[src/rtl/pe_tile_scheduler.sv]
// Tile scheduler that hands out tile jobs one at a time to idle PEs.
// It picks the lowest-index idle core, tracks each core's outstanding tile,
// and counts completions. A progress watchdog moves the scheduler to ERROR
// when no tile completes for TIMEOUT_CYCLES cycles while cores are busy.
module pe_tile_scheduler #(
   parameter int NUM_CORES      = 64,
   parameter int TILE_W         = 16,
   parameter int INSTR_W        = 32,
   parameter int CNT_W          = 32,
   parameter int TIMEOUT_CYCLES = 1000000
) (
   input  logic                 clk,
   input  logic                 rst,
   input  logic                 start,
   input  logic                 abort,
   input  logic [TILE_W-1:0]    num_tiles,
   input  logic [INSTR_W-1:0]   base_instr,
   input  logic [NUM_CORES-1:0] pe_done,
   output logic [NUM_CORES-1:0] pe_start,
   output logic [INSTR_W-1:0]   pe_instruction,
   output logic                 busy,
   output logic                 done,
   output logic                 error,
   output logic [TILE_W-1:0]    tiles_done,
   output logic [CNT_W-1:0]     cycle_count,
   output logic [NUM_CORES-1:0] core_busy
);

   localparam int WD_W = $clog2(TIMEOUT_CYCLES + 1);
   localparam int CI_W = (NUM_CORES > 1) ? $clog2(NUM_CORES) : 1;

   typedef enum logic [2:0] {S_IDLE, S_DISPATCH, S_DRAIN, S_DONE, S_ERROR} state_e;

   state_e               state_q, state_d;
   logic [TILE_W-1:0]    ntiles_q, ntiles_d;
   logic [INSTR_W-1:0]   base_q, base_d;
   logic [TILE_W-1:0]    next_q, next_d;
   logic [NUM_CORES-1:0] busy_q, busy_d;
   logic [TILE_W-1:0]    tiles_q, tiles_d;
   logic [CNT_W-1:0]     cyc_q, cyc_d;
   logic [WD_W-1:0]      wd_q, wd_d;
   logic                 err_q, err_d;
   logic [NUM_CORES-1:0] pstart_q, pstart_d;
   logic [INSTR_W-1:0]   instr_q, instr_d;
   logic [NUM_CORES-1:0] pdone_q;

   logic [NUM_CORES-1:0] comp;
   logic [TILE_W-1:0]    comp_cnt;
   logic                 idle_any;
   logic [CI_W-1:0]      idle_idx;
   logic                 running;

   // Completions (rising pe_done on a busy core) and lowest-index idle core.
   // Idle selection looks only at the registered busy mask, so a core freed
   // this cycle is not picked until the next one.
   always_comb begin
      comp     = pe_done & ~pdone_q & busy_q;
      comp_cnt = '0;
      idle_any = 1'b0;
      idle_idx = '0;
      for (int i = 0; i < NUM_CORES; i++)
         comp_cnt = comp_cnt + TILE_W'(comp[i]);
      for (int i = NUM_CORES - 1; i >= 0; i--) begin
         if (!busy_q[i]) begin
            idle_any = 1'b1;
            idle_idx = CI_W'(i);
         end
      end
   end

   // Next-state: abort beats everything, then start, then normal operation.
   always_comb begin
      state_d  = state_q;
      ntiles_d = ntiles_q;
      base_d   = base_q;
      next_d   = next_q;
      busy_d   = busy_q;
      tiles_d  = tiles_q;
      cyc_d    = cyc_q;
      wd_d     = wd_q;
      err_d    = err_q;
      pstart_d = '0;
      instr_d  = instr_q;
      running  = (state_q == S_DISPATCH) || (state_q == S_DRAIN);

      if (abort && state_q != S_IDLE) begin
         state_d = S_IDLE;
         busy_d  = '0;
         err_d   = 1'b0;
      end else if (start && (state_q == S_IDLE || state_q == S_ERROR)) begin
         ntiles_d = num_tiles;
         base_d   = base_instr;
         err_d    = 1'b0;
         tiles_d  = '0;
         cyc_d    = '0;
         wd_d     = '0;
         busy_d   = '0;
         next_d   = '0;
         if (num_tiles == '0) begin
            state_d = S_DONE;
         end else begin
            // First tile goes out on the accepting edge; every core is idle.
            pstart_d[0] = 1'b1;
            instr_d     = base_instr;
            busy_d[0]   = 1'b1;
            next_d      = TILE_W'(1);
            state_d     = (num_tiles == TILE_W'(1)) ? S_DRAIN : S_DISPATCH;
         end
      end else if (running) begin
         if (cyc_q != '1)
            cyc_d = cyc_q + CNT_W'(1);
         busy_d  = busy_q & ~comp;
         tiles_d = tiles_q + comp_cnt;
         if (comp != '0)
            wd_d = '0;
         else if (busy_q != '0)
            wd_d = wd_q + WD_W'(1);

         if (wd_d == WD_W'(TIMEOUT_CYCLES)) begin
            // Stall: stop dispatching, keep core_busy for post-mortem.
            state_d = S_ERROR;
            err_d   = 1'b1;
         end else if (state_q == S_DISPATCH) begin
            if (next_q < ntiles_q && idle_any) begin
               pstart_d[idle_idx] = 1'b1;
               instr_d            = base_q + INSTR_W'(next_q);
               busy_d[idle_idx]   = 1'b1;
               next_d             = next_q + TILE_W'(1);
               if (next_d == ntiles_q)
                  state_d = S_DRAIN;
            end
         end else if (busy_d == '0) begin
            state_d = S_DONE;
         end
      end else if (state_q == S_DONE) begin
         state_d = S_IDLE;
      end
   end

   // State and datapath registers.
   always_ff @(posedge clk or posedge rst) begin
      if (rst) begin
         state_q  <= S_IDLE;
         ntiles_q <= '0;
         base_q   <= '0;
         next_q   <= '0;
         busy_q   <= '0;
         tiles_q  <= '0;
         cyc_q    <= '0;
         wd_q     <= '0;
         err_q    <= 1'b0;
         pstart_q <= '0;
         instr_q  <= '0;
         pdone_q  <= '0;
      end else begin
         state_q  <= state_d;
         ntiles_q <= ntiles_d;
         base_q   <= base_d;
         next_q   <= next_d;
         busy_q   <= busy_d;
         tiles_q  <= tiles_d;
         cyc_q    <= cyc_d;
         wd_q     <= wd_d;
         err_q    <= err_d;
         pstart_q <= pstart_d;
         instr_q  <= instr_d;
         pdone_q  <= pe_done;
      end
   end

   assign pe_start       = pstart_q;
   assign pe_instruction = instr_q;
   assign busy           = (state_q == S_DISPATCH) || (state_q == S_DRAIN);
   assign done           = (state_q == S_DONE);
   assign error          = err_q;
   assign tiles_done     = tiles_q;
   assign cycle_count    = cyc_q;
   assign core_busy      = busy_q;

endmodule

[config.mk]
export PLATFORM = sky130hd
export DESIGN_NAME = pe_tile_scheduler
export DESIGN_NICKNAME = d
export VERILOG_FILES = /design/src/rtl/pe_tile_scheduler.sv
export SDC_FILE = /design/constraint.sdc
export NUM_CORES = 1
export LEC_CHECK = 0
export ABC_AREA = 1
export ABC_CLOCK_PERIOD_IN_PS = 15950
export CORE_UTILIZATION = 55
export DETAILED_ROUTE_END_ITERATION = 12
export GPL_ROUTABILITY_DRIVEN = 1
export GPL_TIMING_DRIVEN = 0
export PLACE_DENSITY = 0.82
export SLEW_MARGIN = 25
export SYNTH_ARGS = -nofsm -noshare
export SYNTH_HDL_FRONTEND = slang
export SYNTH_SLANG_ARGS = --single-unit
[constraint.sdc]
create_clock -name clk -period 15.95 [get_ports clk]
set_clock_uncertainty 0.1 [all_clocks]
set_input_delay 3.19 -clock clk [delete_from_list [all_inputs] [get_ports clk]]
set_output_delay 3.19 -clock clk [all_outputs]
set_load 0.005 [all_outputs]
==> impl_metrics.env, run 1 <==
export IMPL_outcome="completed"
export IMPL_viasPerCell=5.755
export IMPL_wl_per_cell_um=21.32
export IMPL_synth_area_top_cells="dfrtp_1 44%, nand2_1 9.1%, inv_1 7.8%"
export IMPL_hold_path_class="reg -> reg"
export IMPL_pin_count=327
export IMPL_hold_buffers=0
export IMPL_yosysTopAreaCell="dfrtp_1"
export IMPL_synth_nets=2716
export IMPL_path_class="in -> reg"
export IMPL_arrival_ns=10.74
export IMPL_synth_area_per_cell_sq_um=8.198
export IMPL_worst_pin_slew_ns=0.9844
export IMPL_finalWorstSetupSlack_ns=5.567
export IMPL_crit_slowest_cell="fa_1"
export IMPL_slew_headroom_pct=34.37
export IMPL_peakVddDrop_v=0.00009223
export IMPL_max_clock_path_buffers=3
export IMPL_dr_pass1_iters=7
export IMPL_dpl_hpwl_mm=55.12
export IMPL_cts_sinks=360
export IMPL_grt_setup_unrepaired="no"
export IMPL_dieArea_sq_um=37750
export IMPL_cpMostUsedCell="fa_1"
export IMPL_grt_max_degree=98
export IMPL_worst_setup_path_end_kind="register"
export IMPL_combPwrFrac_pct=34.2
export IMPL_cts_post_setup_buffers_inserted=0
export IMPL_grt_pass1_vias=19430
export IMPL_drive_above_1_share_pct=5.005
export IMPL_die_h_um=194.3
export IMPL_synth_ff_type="dfrtp_1"
export IMPL_switching_share_pct=37.56
export IMPL_numCtsBuffers=40
export IMPL_syn_area_sq_um=20340
export IMPL_hold_violations=0
export IMPL_leakage_nw=11.75
export IMPL_post_place_ws_ns=5.019
export IMPL_worstPathRequired_ns=16.30
export IMPL_period_needed_ns=10.38
export IMPL_syn_inst=2481
export IMPL_worstPathMaxFanout=2
export IMPL_cts_root_buf="clkbuf_16"
export IMPL_clock_fmax_ghz=0.09631
export IMPL_worstSetupStartpointType="input pin"
export IMPL_ant_nets=0
export IMPL_cpPeakStageDelay_ns=0.55
export IMPL_rows=70
export IMPL_finalSetupTns_ns=0
export IMPL_yosys_warnings=0
export IMPL_totalWireLength_mm=71.35
export IMPL_holdWs_ns=0.3844
export IMPL_cts_tree="done"
export IMPL_synth_most_common_cell="nand2_1"
export IMPL_synth_seq_area_share_pct=44.29
export IMPL_synth_seq_cells=360
export IMPL_grt_overflow_total=0
export IMPL_synth_edf_count=0
export IMPL_maxSlewViolCount=0
export IMPL_die_w_um=194.3
export IMPL_vias=19260
export IMPL_setup_violations=0
export IMPL_synth_common_cells="493 x nand2_1, 423 x inv_1, 360 x dfrtp_1"
export IMPL_intPower_mw=1.962
export IMPL_drt_iter0_drc=1584
export IMPL_cts_max_level=2
export IMPL_grt_first_pass_wirelength_mm=110.5
export IMPL_clkTransAtPathRegs_ns=0.06
export IMPL_period_share_pct=65.10
export IMPL_synth_top_area_share_pct=44.29
export IMPL_postCtsResizedCells=0
export IMPL_cap_violations=0
export IMPL_power_density_nw_per_um2=123.2
export IMPL_gp_congestion=0.9694
export IMPL_coreArea_sq_um=36520
export IMPL_clock_latency_ns=0.58
export IMPL_drc_errors=0
export IMPL_power_switching_mw=1.180
export IMPL_ys_async_sr_fraction_pct=100.0
export IMPL_seqPwrFrac_pct=37.4
export IMPL_grt_util_all_layers_pct=38.49
export IMPL_portBuffers=326
export IMPL_area_delta_synth_final_pct=25.45
export IMPL_synth_cell_types=54
export IMPL_fin_total_pwr_mw=3.142
export IMPL_start_util_pct=55.69
export IMPL_final_util_pct=69.86
export IMPL_p_clk_share_pct=28.4
export IMPL_antenna_found_initial=1
export IMPL_nets=3087
registers in the layout, summed over array words and instances, names as in the netlist:
signal	count
core_busy	64
pdone_q	64
pe_start	64
base_q	32
cycle_count	32
pe_instruction	32
wd_q	20
next_q	16
ntiles_q	16
tiles_done	16
state_q	3
error	1
final cells by class:
type                       instances  area, sq um
antenna                            1        2.502
multi-input combinational       1609         9340
clock inverter                    11        72.57
timing repair buffer             329         3346
buffer                            74        345.3
clock buffer                      56         1162
fill                            2924        11010
inverter                         438         1653
sequential                       360         9009
tap                              468        585.6
power groups by stage:
stage / Sequential, mW / Clock [mW] / Combinational [mW]
after floorplan: 1.16 / 0 / 0.638
after global placement: 1.18 / 0 / 1.02
after detailed placement: 1.19 / 0 / 1.06
after CTS: 1.17 / 0.903 / 1.06
after global routing: 1.19 / 0.937 / 1.18
final: 1.17 / 0.894 / 1.07
per-stage QoR:
step / instances / area (sq um)
6_report: 3346 / 25520
5_1_grt: 3346 / 25520
4_1_cts: 3345 / 25510
3_5_place_dp: 3278 / 24280
3_3_place_gp: 3275 / 24190
2_1_floorplan: 2481 / 20340
path summary, 6_finish.rpt:
kind,slack [ns],end,startpoint,cells past startpoint
worst max-delay path,5.57,tiles_done[14],pe_done[0],32
worst min-delay path,0.38,ntiles_q[0],ntiles_q[0],2
worst max register to register,7.84,tiles_done[14],core_busy[0],31
worst min register to register,0.38,ntiles_q[0],ntiles_q[0],2
max in group asynchronous,11.77,next_q[11],rst,3
min in group asynchronous,3.01,cycle_count[28],rst,2
layer usage:
metal  share of wire [%]  routed length (um)  vias up  GRT usage [%]
li1                    -                   -     8821              -
met1                  38               27000     9158          47.21
met2                  47               33450     1024          63.43
met3                 8.8                6283      254          8.017
met4                 6.5                4614        0          21.93
met5                   0                   0        -              0
cell usage in the layout, fill, tap and decap left out, types with 6 or more instances in the layout:
| master | n |
|---|---|
| clkbuf_8 | 8 |
| nor2_1 | 218 |
| dfrtp_1 | 360 |
| o21ai_1 | 14 |
| clkbuf_1 | 54 |
| nand2_1 | 493 |
| a22oi_1 | 58 |
| xor2_1 | 40 |
| nand3_1 | 83 |
| nand4_1 | 41 |
| o22ai_1 | 43 |
| nor3b_1 | 8 |
| o22ai_2 | 6 |
| inv_2 | 14 |
| buf_2 | 18 |
| or2_2 | 9 |
| a21boi_0 | 9 |
| o21ai_0 | 193 |
| nor3_1 | 42 |
| clkdlybuf4s50_1 | 326 |
| a21oi_1 | 78 |
| nor4_1 | 63 |
| nor2_2 | 8 |
| inv_1 | 422 |
| o21a_1 | 19 |
| a31oi_1 | 7 |
| clkbuf_16 | 41 |
| a211oi_1 | 10 |
| fa_1 | 57 |
| ha_1 | 62 |
| clkinv_2 | 7 |
critical path, delay by kind of cell:
family                     cells  cell delay [ns]
adders and majority gates     10             4.71
buffers and inverters          3             0.63
and+or+nand+nor               16             1.87
AOI/OAI and AO/OA              3             0.30
logic make-up after synthesis:
family                     share of synthesized area [%]
and+or+nand+nor                                    21.38
adders and majority gates                          9.424
buffers and inverters                              9.787
xor gates and xnor gates                           1.895
AOI/OAI and AO/OA                                  13.22
DFF                                                44.29
(Power assumes the default switching activity.)
==> run 2, diff against run 1 <==
--- a/config.mk
+++ b/config.mk
@@ -6,7 +6,7 @@
 export NUM_CORES = 1
 export LEC_CHECK = 0
 export ABC_AREA = 1
-export ABC_CLOCK_PERIOD_IN_PS = 15950
+export ABC_CLOCK_PERIOD_IN_PS = 10100
 export CORE_UTILIZATION = 55
 export DETAILED_ROUTE_END_ITERATION = 12
 export GPL_ROUTABILITY_DRIVEN = 1
==> constraint.sdc (replaced) <==
create_clock -name clk -period 10.1 [get_ports clk]
set_clock_uncertainty 0.1 [all_clocks]
set_input_delay 2.02 -clock clk [delete_from_list [all_inputs] [get_ports clk]]
set_output_delay 2.02 -clock clk [all_outputs]
set_load 0.005 [all_outputs]
==> run 2 against run 1 <==
Against the previous run:
- register-to-register slack lost 6.0 ns
- design area grew 1.2%
- total power grew 61%
- largest cell class unchanged
- critical path type unchanged
- first-iteration DRC count grew 6.4%
- worst hold slack lost 0.00075 ns
- non-clock buffer count grew 10
- die area is the same
- largest power group unchanged
- via count grew 1.3%
==> impl_metrics.env, run 2 (synthesis gave the netlist of run 1 again) <==
export IMPL_outcome="completed"
export IMPL_die_w_um=194.3
export IMPL_gp_congestion=0.9846
export IMPL_clock_latency_ns=0.58
export IMPL_hold_buffers=0
export IMPL_grt_overflow_total=0
export IMPL_drc_errors=0
export IMPL_cts_max_level=2
export IMPL_vias=19510
export IMPL_crit_path_start="pe_done[28]"
export IMPL_critPathCapture="tiles_done[14]"
export IMPL_grt_pass1_vias=19400
export IMPL_period_share_pct=92.66
export IMPL_max_clock_path_buffers=3
export IMPL_wl_per_cell_um=21.34
export IMPL_ant_nets=0
export IMPL_finalSetupTns_ns=0
export IMPL_post_place_ws_ns=0.2751
export IMPL_path_class="in -> reg"
export IMPL_grt_first_pass_wirelength_mm=110.2
export IMPL_clock_fmax_ghz=0.1069
export IMPL_rrSetupSlack_ns=1.89
export IMPL_worst_setup_path_end_kind="register"
export IMPL_crit_slowest_cell="fa_1"
export IMPL_rr_worst_depth=31
export IMPL_totalWireLength_mm=71.83
export IMPL_hold_path_class="reg -> reg"
export IMPL_worstSetupStartpointType="input pin"
export IMPL_dr_pass1_iters=6
export IMPL_grt_setup_unrepaired="no"
export IMPL_power_density_nw_per_um2=195.9
export IMPL_timing_rr_end="tiles_done[14]"
export IMPL_viasPerCell=5.797
export IMPL_coreArea_sq_um=36520
export IMPL_cpMostUsedCell="fa_1"
export IMPL_postCtsResizedCells=0
export IMPL_worst_pin_slew_ns=0.9576
export IMPL_portBuffers=326
export IMPL_die_h_um=194.3
export IMPL_setup_violations=0
export IMPL_leakage_nw=11.89
export IMPL_final_cell_mix="493 x nand2_1, 422 x inv_1, 360 x dfrtp_1, 326 x clkdlybuf4s50_1, 218 x nor2_1"
export IMPL_rows=70
export IMPL_finalWorstSetupSlack_ns=0.7415
export IMPL_worstPathMaxFanout=2
export IMPL_cpPeakStageDelay_ns=0.51
export IMPL_drt_iter0_drc=1686
export IMPL_dpl_hpwl_mm=55.62
export IMPL_worstPathRequired_ns=10.45
export IMPL_arrival_ns=9.71
export IMPL_slew_headroom_pct=36.16
export IMPL_cts_root_buf="clkbuf_16"
export IMPL_nets=3097
export IMPL_peakVddDrop_v=0.0001263
export IMPL_cap_violations=0
export IMPL_critPathBufInv=4
export IMPL_start_util_pct=55.69
export IMPL_clkTransAtPathRegs_ns=0.06
export IMPL_crit_family="adder cells"
export IMPL_pin_count=327
export IMPL_drive_above_1_share_pct=5.461
export IMPL_period_needed_ns=9.358
export IMPL_grt_max_degree=35
export IMPL_critical_path_depth=34
export IMPL_grt_util_all_layers_pct=38.38
export IMPL_hold_violations=0
export IMPL_layout_commonest_cell="nand2_1"
export IMPL_cts_tree="done"
export IMPL_rr_startpoint="core_busy[0]"
export IMPL_antenna_found_initial=5
export IMPL_area_delta_synth_final_pct=26.98
export IMPL_holdWs_ns=0.3836
export IMPL_dieArea_sq_um=37750
export IMPL_numCtsBuffers=40
export IMPL_maxSlewViolCount=0
export IMPL_cts_sinks=360
export IMPL_cts_post_setup_buffers_inserted=0
[run 2: cell count changes in the layout (fill, tap and decap cells not counted), sizes merged]
cell      previous run  this run
buf                 30        40
bufinv               0         2
clkbuf             103       109
clkinvlp             1         2
diode                1         4
inv                441       438
[run 2: final cells by class]
cell class                      instances  area (sq um)
Antenna cell                            4         10.01
Clock inverter                         11         128.9
Timing Repair Buffer                  339          3546
Buffer                                 74         345.3
Multi-Input combinational cell       1609          9340
Inverter                              438          1649
Tap cell                              468         585.6
Clock buffer                           62          1214
Sequential cell                       360          9009
Fill cell                            2875         10700
[run 2: power breakdown]
group	switching, mW	leakage [nW]	internal, mW
Clock	0.621	0.662	0.881
Sequential	0.181	4.72	1.67
Combinational	1.07	6.51	0.630
[run 2: worst min path at each step]
stage	from	endpoint	slack, ns	depth (start not counted)
6_report	base_q[11]	base_q[11]	0.38	2
5_1_grt	pe_instruction[1]	pe_instruction[1]	0.40	1
4_1_cts	base_q[11]	base_q[11]	0.38	2
3_5_place_dp	base_q[11]	base_q[11]	0.37	2
3_3_place_gp	base_q[11]	base_q[11]	0.36	2
2_1_floorplan	base_q[11]	base_q[11]	0.35	2
[run 2: metrics by stage]
step / cells / cell area, sq um / total power, mW / utilization (%)
2_1_floorplan: 2481 / 20340 / 2.843 / -
3_3_place_gp: 3275 / 24190 / 3.467 / 66.24
3_5_place_dp: 3288 / 24470 / 3.540 / 67.01
4_1_cts: 3361 / 25820 / 5.038 / 70.69
5_1_grt: 3364 / 25820 / 5.311 / 70.71
6_report: 3365 / 25830 / 5.060 / 70.72
[run 2: layer usage]
| metal | share of wire (%) | GRT usage [%] | vias to the layer above | routed length (um) |
|---|---|---|---|---|
| met5 | 0.043 | 0 | - | 31 |
| met4 | 6.0 | 22.66 | 4 | 4339 |
| met3 | 8.3 | 6.958 | 233 | 5997 |
| met2 | 47 | 62.83 | 1054 | 33860 |
| met1 | 38 | 47.85 | 9358 | 27600 |
| li1 | - | - | 8857 | - |
[run 2: worst reg2reg max path, delay by kind of cell, from the launching register on]
family | cells | cell delay, ns
DFF | 1 | 0.64
AOI/OAI and AO/OA | 3 | 0.33
adders and majority gates | 10 | 4.71
and+or+nand+nor | 16 | 2.04
buffers and inverters | 2 | 0.27
